===== src/rtl/conv_pkg.sv =====
// Shared types for the convolution window feeder: scan FSM states and scan direction.
package conv_pkg;

  typedef enum logic [2:0] {IDLE, FETCH, SHIFT, PRESENT, DONE} feed_state_e;
  typedef enum logic {DIR_LR, DIR_RL} scan_dir_e;

  function automatic scan_dir_e flip_dir(input scan_dir_e d);
    return (d == DIR_LR) ? DIR_RL : DIR_LR;
  endfunction

endpackage


===== src/rtl/conv_col_addr_gen.sv =====
// Column address generator: tracks the address of the column being fetched and walks
// down it one image row at a time, counting issued reads.
module conv_col_addr_gen #(
  parameter int N     = 11,
  parameter int IMG_W = 64,
  parameter int AW    = 16
) (
  input  logic          clk,
  input  logic          rstn,
  input  logic          load,
  input  logic [AW-1:0] base,
  input  logic          step_left,
  input  logic          step_right,
  input  logic          next_row,
  input  logic          fetch_begin,
  input  logic          issue,
  output logic [AW-1:0] rd_addr,
  output logic          issue_done
);

  localparam int CW = $clog2(N + 1);

  logic [AW-1:0] col_start_q, col_start_d;
  logic [AW-1:0] off_q, off_d;
  logic [CW-1:0] cnt_q, cnt_d;

  always_comb begin
    col_start_d = col_start_q;
    off_d       = off_q;
    cnt_d       = cnt_q;
    if (load) begin
      col_start_d = base;
    end else if (next_row) begin
      col_start_d = col_start_q + AW'(IMG_W);
    end else if (step_right) begin
      col_start_d = col_start_q + AW'(1);
    end else if (step_left) begin
      col_start_d = col_start_q - AW'(1);
    end
    // Offset runs down the column by one image row per accepted read.
    if (fetch_begin) begin
      off_d = '0;
      cnt_d = '0;
    end else if (issue) begin
      off_d = off_q + AW'(IMG_W);
      cnt_d = cnt_q + CW'(1);
    end
  end

  always_ff @(posedge clk or negedge rstn) begin
    if (!rstn) begin
      col_start_q <= '0;
      off_q       <= '0;
      cnt_q       <= '0;
    end else begin
      col_start_q <= col_start_d;
      off_q       <= off_d;
      cnt_q       <= cnt_d;
    end
  end

  assign rd_addr    = col_start_q + off_q;
  assign issue_done = (cnt_q == CW'(N));

endmodule


===== src/rtl/conv_window_feeder.sv =====
// Serpentine scan sequencer: fetches N-pixel image columns, shifts them into the
// kernel-window bank and hands each complete N x N window to the convolver.
module conv_window_feeder #(
  parameter int N     = 11,
  parameter int B     = 8,
  parameter int IMG_W = 64,
  parameter int IMG_H = 64,
  parameter int AW    = 16
) (
  input  logic                       clk,
  input  logic                       rstn,
  input  logic                       start,
  input  logic [AW-1:0]              img_base,
  output logic                       busy,
  output logic                       done,
  output logic                       rd_req,
  output logic [AW-1:0]              rd_addr,
  input  logic                       rd_ready,
  input  logic                       rd_rvalid,
  input  logic [B-1:0]               rd_rdata,
  output logic [N*B-1:0]             col_data,
  output logic                       up_en,
  output logic                       down_en,
  output logic                       dir,
  output logic                       win_valid,
  input  logic                       win_ready,
  output logic [$clog2(IMG_W)-1:0]   win_x,
  output logic [$clog2(IMG_H)-1:0]   win_y
);

  import conv_pkg::*;

  localparam int XW = $clog2(IMG_W);
  localparam int YW = $clog2(IMG_H);
  localparam int FW = $clog2(N + 1);
  localparam logic [XW-1:0] X_END = XW'(IMG_W - N);
  localparam logic [YW-1:0] Y_END = YW'(IMG_H - N);

  if (N < 2 || N > IMG_W || N > IMG_H) begin : g_bad_geometry
    $error("conv_window_feeder: kernel size N must satisfy 1 < N <= IMG_W and N <= IMG_H");
  end
  if (longint'(IMG_W) * longint'(IMG_H) > (longint'(1) << AW)) begin : g_bad_aw
    $error("conv_window_feeder: AW too narrow for IMG_W*IMG_H pixels");
  end

  feed_state_e           state_q, state_d;
  scan_dir_e             dir_q, dir_d;
  logic [XW-1:0]         win_x_q, win_x_d;
  logic [YW-1:0]         win_y_q, win_y_d;
  logic [FW-1:0]         fill_q, fill_d;
  logic [FW-1:0]         rsp_cnt_q, rsp_cnt_d;
  logic [N-1:0][B-1:0]   col_data_q, col_data_d;

  logic ag_load, ag_step_left, ag_step_right, ag_next_row, ag_fetch_begin, ag_issue;
  logic ag_issue_done;
  logic row_end, last_row;

  conv_col_addr_gen #(
    .N     (N),
    .IMG_W (IMG_W),
    .AW    (AW)
  ) u_addr_gen (
    .clk         (clk),
    .rstn        (rstn),
    .load        (ag_load),
    .base        (img_base),
    .step_left   (ag_step_left),
    .step_right  (ag_step_right),
    .next_row    (ag_next_row),
    .fetch_begin (ag_fetch_begin),
    .issue       (ag_issue),
    .rd_addr     (rd_addr),
    .issue_done  (ag_issue_done)
  );

  assign row_end  = (dir_q == DIR_LR) ? (win_x_q == X_END) : (win_x_q == '0);
  assign last_row = (win_y_q == Y_END);

  always_comb begin
    state_d        = state_q;
    dir_d          = dir_q;
    win_x_d        = win_x_q;
    win_y_d        = win_y_q;
    fill_d         = fill_q;
    rsp_cnt_d      = rsp_cnt_q;
    col_data_d     = col_data_q;
    ag_load        = 1'b0;
    ag_step_left   = 1'b0;
    ag_step_right  = 1'b0;
    ag_next_row    = 1'b0;
    ag_fetch_begin = 1'b0;
    ag_issue       = 1'b0;
    unique case (state_q)
      IDLE: begin
        if (start) begin
          ag_load        = 1'b1;
          ag_fetch_begin = 1'b1;
          dir_d          = DIR_LR;
          win_x_d        = '0;
          win_y_d        = '0;
          fill_d         = '0;
          rsp_cnt_d      = '0;
          state_d        = FETCH;
        end
      end
      FETCH: begin
        ag_issue = rd_req && rd_ready;
        if (rd_rvalid) begin
          for (int i = 0; i < N; i++) begin
            if (rsp_cnt_q == FW'(i)) col_data_d[i] = rd_rdata;
          end
          if (rsp_cnt_q == FW'(N - 1)) begin
            rsp_cnt_d = '0;
            state_d   = SHIFT;
          end else begin
            rsp_cnt_d = rsp_cnt_q + FW'(1);
          end
        end
      end
      SHIFT: begin
        // fill saturates at N, so a step shift always lands in PRESENT.
        if (fill_q < FW'(N - 1)) begin
          fill_d         = fill_q + FW'(1);
          ag_step_right  = (dir_q == DIR_LR);
          ag_step_left   = (dir_q == DIR_RL);
          ag_fetch_begin = 1'b1;
          state_d        = FETCH;
        end else begin
          fill_d  = FW'(N);
          state_d = PRESENT;
        end
      end
      PRESENT: begin
        if (win_ready) begin
          if (row_end && last_row) begin
            state_d = DONE;
          end else if (row_end) begin
            // The refill of the next row starts at the column the previous row ended on.
            win_y_d        = win_y_q + YW'(1);
            dir_d          = flip_dir(dir_q);
            fill_d         = '0;
            ag_next_row    = 1'b1;
            ag_fetch_begin = 1'b1;
            state_d        = FETCH;
          end else begin
            win_x_d        = (dir_q == DIR_LR) ? win_x_q + XW'(1) : win_x_q - XW'(1);
            ag_step_right  = (dir_q == DIR_LR);
            ag_step_left   = (dir_q == DIR_RL);
            ag_fetch_begin = 1'b1;
            state_d        = FETCH;
          end
        end
      end
      DONE: begin
        state_d = IDLE;
      end
      default: begin
        state_d = IDLE;
      end
    endcase
  end

  always_ff @(posedge clk or negedge rstn) begin
    if (!rstn) begin
      state_q    <= IDLE;
      dir_q      <= DIR_LR;
      win_x_q    <= '0;
      win_y_q    <= '0;
      fill_q     <= '0;
      rsp_cnt_q  <= '0;
      col_data_q <= '0;
    end else begin
      state_q    <= state_d;
      dir_q      <= dir_d;
      win_x_q    <= win_x_d;
      win_y_q    <= win_y_d;
      fill_q     <= fill_d;
      rsp_cnt_q  <= rsp_cnt_d;
      col_data_q <= col_data_d;
    end
  end

  assign busy      = (state_q != IDLE) && (state_q != DONE);
  assign done      = (state_q == DONE);
  assign rd_req    = (state_q == FETCH) && !ag_issue_done;
  assign up_en     = (state_q == SHIFT) && (dir_q == DIR_LR);
  assign down_en   = (state_q == SHIFT) && (dir_q == DIR_RL);
  assign dir       = (dir_q == DIR_RL);
  assign win_valid = (state_q == PRESENT);
  assign win_x     = win_x_q;
  assign win_y     = win_y_q;
  assign col_data  = col_data_q;

endmodule


===== config.mk =====
export PLATFORM = sky130hd
export DESIGN_NAME = conv_window_feeder
export DESIGN_NICKNAME = d
export VERILOG_FILES = /design/src/rtl/conv_pkg.sv /design/src/rtl/conv_col_addr_gen.sv /design/src/rtl/conv_window_feeder.sv
export SDC_FILE = /design/constraint.sdc
export NUM_CORES = 1
export LEC_CHECK = 0
export ABC_CLOCK_PERIOD_IN_PS = 3400
export BUFFER_PORTS_ARGS = -buffer_cell sky130_fd_sc_hd__clkbuf_2
export CORE_ASPECT_RATIO = 0.75
export CORE_MARGIN = 5
export CORE_UTILIZATION = 43
export CTS_CLUSTER_DIAMETER = 80
export CTS_CLUSTER_SIZE = 28
export DETAILED_ROUTE_END_ITERATION = 7
export PLACE_DENSITY = 0.74
export SYNTH_ARGS = -nofsm -noshare
export SYNTH_HDL_FRONTEND = slang
export SYNTH_SLANG_ARGS = --single-unit

===== constraint.sdc =====
create_clock -name clk -period 3.4 [get_ports clk]
set_clock_uncertainty 0.05 [all_clocks]
set_input_delay 0.34 -clock clk [delete_from_list [all_inputs] [get_ports clk]]
set_output_delay 0.34 -clock clk [all_outputs]
set_load 0.1 [all_outputs]

==> results.json <==
{
  "cts.sinks": 142,
  "synth-edff-count": 0,
  "die_area_sq_um": 20000,
  "drt-pass1-iter-count": 5,
  "hpwl_um": 14500,
  "rrSetupSlack_ns": 0.20,
  "crit_start": "state_q[0]",
  "crit_path_end": "u_addr_gen.col_start_q[14]",
  "r2r_cells": 15,
  "synth_area_per_cell_sq_um": 10.9,
  "start_util_pct": 43.8,
  "hold_viol_final": 0,
  "ant_nets": 0,
  "cp_top_family": "compound AO/OA/AOI/OAI gates",
  "dpl-instance-area_sq_um": 8610,
  "cp_max_fo": 14,
  "async_flop_share_pct": 100,
  "max_slew.worst_pin.slew_ns": 0.886,
  "path_class": "reg -> reg",
  "grt_pass1_wl_um": 31400,
  "wire_per_inst_um": 18.2,
  "maxSlewHeadroom_pct": 40.9,
  "fin_util_pct": 55.5,
  "syn_area_sq_um": 7400,
  "syn-num-nets": 742,
  "r2r_end": "u_addr_gen.col_start_q[14]",
  "yosysUniqueCellTypes": 57,
  "clk_pin_slew_worst_paths_ns": 0.07,
  "vias_per_cell": 5.45,
  "final.period_utilization_pct": 94.1,
  "yosysSeqAreaShare_pct": 48.0,
  "grt.busiest_layer": "met2",
  "grt_pass1_vias": 5830,
  "die_width_um": 161,
  "grt.overflow.total": 0,
  "crit_top_cell": "nand3_1",
  "pin_count": 153,
  "yosysWarnings": 0,
  "place.gp.congestion": 0.904,
  "drc": 0,
  "drive_above_1_share_pct": 39.2,
  "grtUsageTotal_pct": 20.0,
  "cts-root-buf": "clkbuf_16",
  "setup_violations": 0,
  "cap_violations": 0,
  "start_kind": "flip-flop",
  "clock_latency_ns": 0.42,
  "status": "finished clean",
  "whs_ns": 0.108,
  "use_met2_pct": 30.1,
  "drt-initial-drc-count": 370,
  "maxSlewViolCount": 0,
  "arrival_ns": 3.43,
  "crit_required_ns": 3.63,
  "cts_made_buffers": 17,
  "fillers": 1443,
  "r2r-start": "state_q[0]",
  "synth_ff_type": "dfrtp_1",
  "nets": 915,
  "slowest_stage": "dfrtp_1",
  "die_h_um": 124,
  "gr-usage-met3_pct": 4.04,
  "path_buf_inv": 3,
  "crit_path_end_kind": "flip-flop",
  "ys_ff_latch": 142,
  "final_area_sq_um": 9370,
  "cts_max_level": 4,
  "cts.path.max_buffers": 2,
  "crit_chain": "nand2_1 > nor3b_4 > o31ai_1 > a21oi_2 > clkinvlp_4 > buf_12 > buf_4 > fa_1 > nand3_1 > nand3_1 > a31oi_2 > o21bai_1 > and2_1 > a22oi_1 > nand3b_1",
  "use_met1_pct": 29.4,
  "grt_setup_unrepaired": "false",
  "slowest_delay_ns": 0.40,
  "area_growth_pct": 26.6,
  "via_count": 5873,
  "core-area_sq_um": 16900,
  "fin_crit_ns": 3.20,
  "antenna_found_initial": 0,
  "netlist_instances": 676,
  "port_buffers": 152,
  "rows": 41,
  "crit_cells": 15,
  "antennaDiodeCount": 0,
  "fmax_mhz": 312,
  "worstHoldPathType": "in -> reg",
  "grt_max_degree": 94,
  "cts_tree": "done",
  "drt_wl_total_um": 19600
}
==> cell families (layout without fill, tap and decap cells) <==
kind of cell	Yosys count	count (layout)	synth area share (%)
buffers and inverters	45	231	2.47
XOR/XNOR	47	47	5.56
adder cells (fa/ha/maj)	36	36	6.29
multiplexers	94	94	14.3
flip-flops	142	142	48.0
AND/OR/NAND/NOR	185	185	12.3
AO/OA/AOI/OAI	127	127	11.1
==> registers in the layout, indices dropped and copies added, names as in the netlist <==
signal                  count
u_addr_gen.cnt_q            4
win_x                       6
rsp_cnt_q                   4
u_addr_gen.off_q           10
fill_q                      4
col_data                   88
win_y                       6
u_addr_gen.col_start_q     16
state_q                     3
dir                         1
==> worst reg2reg max path: cells and delay by family, from the launching register on <==
family / cells / cell delay [ns]
compound gates: 5 / 0.92
fa+ha+maj: 1 / 0.39
buf+inv: 3 / 0.43
flops: 1 / 0.40
simple gates: 6 / 0.87
==> how the worst min path moves through the flow <==
stage | from | to | slack (ns) | depth (start not counted)
2_1_floorplan | rstn | col_data[0] | -0.006 | 0
3_3_place_gp | col_data[74] | col_data[74] | 0.44 | 1
3_5_place_dp | rstn | col_data[75] | 0.44 | 1
4_1_cts | img_base[4] | u_addr_gen.col_start_q[4] | 0.1 | 2
5_1_grt | img_base[3] | u_addr_gen.col_start_q[3] | 0.11 | 3
6_report | img_base[5] | u_addr_gen.col_start_q[5] | 0.11 | 3
==> routing by layer <==
layer  up-vias  wire length (um)
met5         -                 0
met4         0               231
met3        16              1010
met2       166              8850
met1      2919              9490
li1       2772                 -
==> synth_stat cells, types with 6 or more instances <==
cell	number	area, sq um
a21o_1	13	97.6
a21oi_1	31	155
and3_1	6	37.5
clkbuf_1	22	82.6
dfrtp_1	142	3550
ha_1	34	425
inv_1	16	60.1
mux2_2	91	1020
nand2_1	42	158
nand3_1	20	100
nand4_1	12	75.1
nor2_1	64	240
nor3_1	11	55.1
o21ai_0	30	150
o21bai_1	6	45.0
xnor2_1	22	193
xor2_1	25	219
==> per-stage QoR <==
| step | setup TNS (ns) | instances | setup slack (ns) |
|---|---|---|---|
| finish | 0 | 1077 | 0.200 |
| global route | 0 | 1077 | 0.0214 |
| CTS | 0 | 1077 | 0.00510 |
| detailed placement | -0.0603 | 1042 | -0.0603 |
| global placement | 0 | 1042 | 0.0690 |
| floorplan | -0.258 | 676 | -0.258 |
==> what timing repair did <==
item | 4_1_cts | 5_1_grt
hold endpoints to repair | 3 | 0
hold buffers | 1 | 0
pin swaps | 2 | 3
endpoints found under the setup margin | 4 | 5
gates resized for setup | 6 | 12
buffers inserted | 2 | 0
==> layout make-up <==
cell class	instances	area (sq um)	area share [%]
Timing Repair Buffer	183	1060	11.3
Multi-Input combinational cell	489	3760	40.1
Clock inverter	13	199	2.12
Clock buffer	19	453	4.83
Inverter	16	63.8	0.681
Tap cell	215	269	2.87
Sequential cell	142	3560	38.0
==> cells in the final DEF, fill, tap and decap left out, types with 4 or more instances in the layout <==
master	count
nor2b_1	4
a21o_1	13
o31ai_1	4
clkbuf_16	17
nor3_1	10
nand2_1	42
xnor2_1	19
buf_4	29
ha_1	34
o22ai_1	5
o21ai_0	29
clkbuf_2	147
inv_6	5
dfrtp_2	6
a21oi_2	6
nand3_1	20
nor2_1	64
inv_1	15
dfrtp_1	136
nand4_1	12
and3_1	6
a21oi_1	27
mux2_2	91
bufinv_16	4
buf_12	4
and2_1	4
o21bai_1	5
xor2_1	24
o21a_1	4
Power is left out: the tool's default activity adds up to more than one toggle a clock period on the data nets, which glitch-free logic cannot reach.
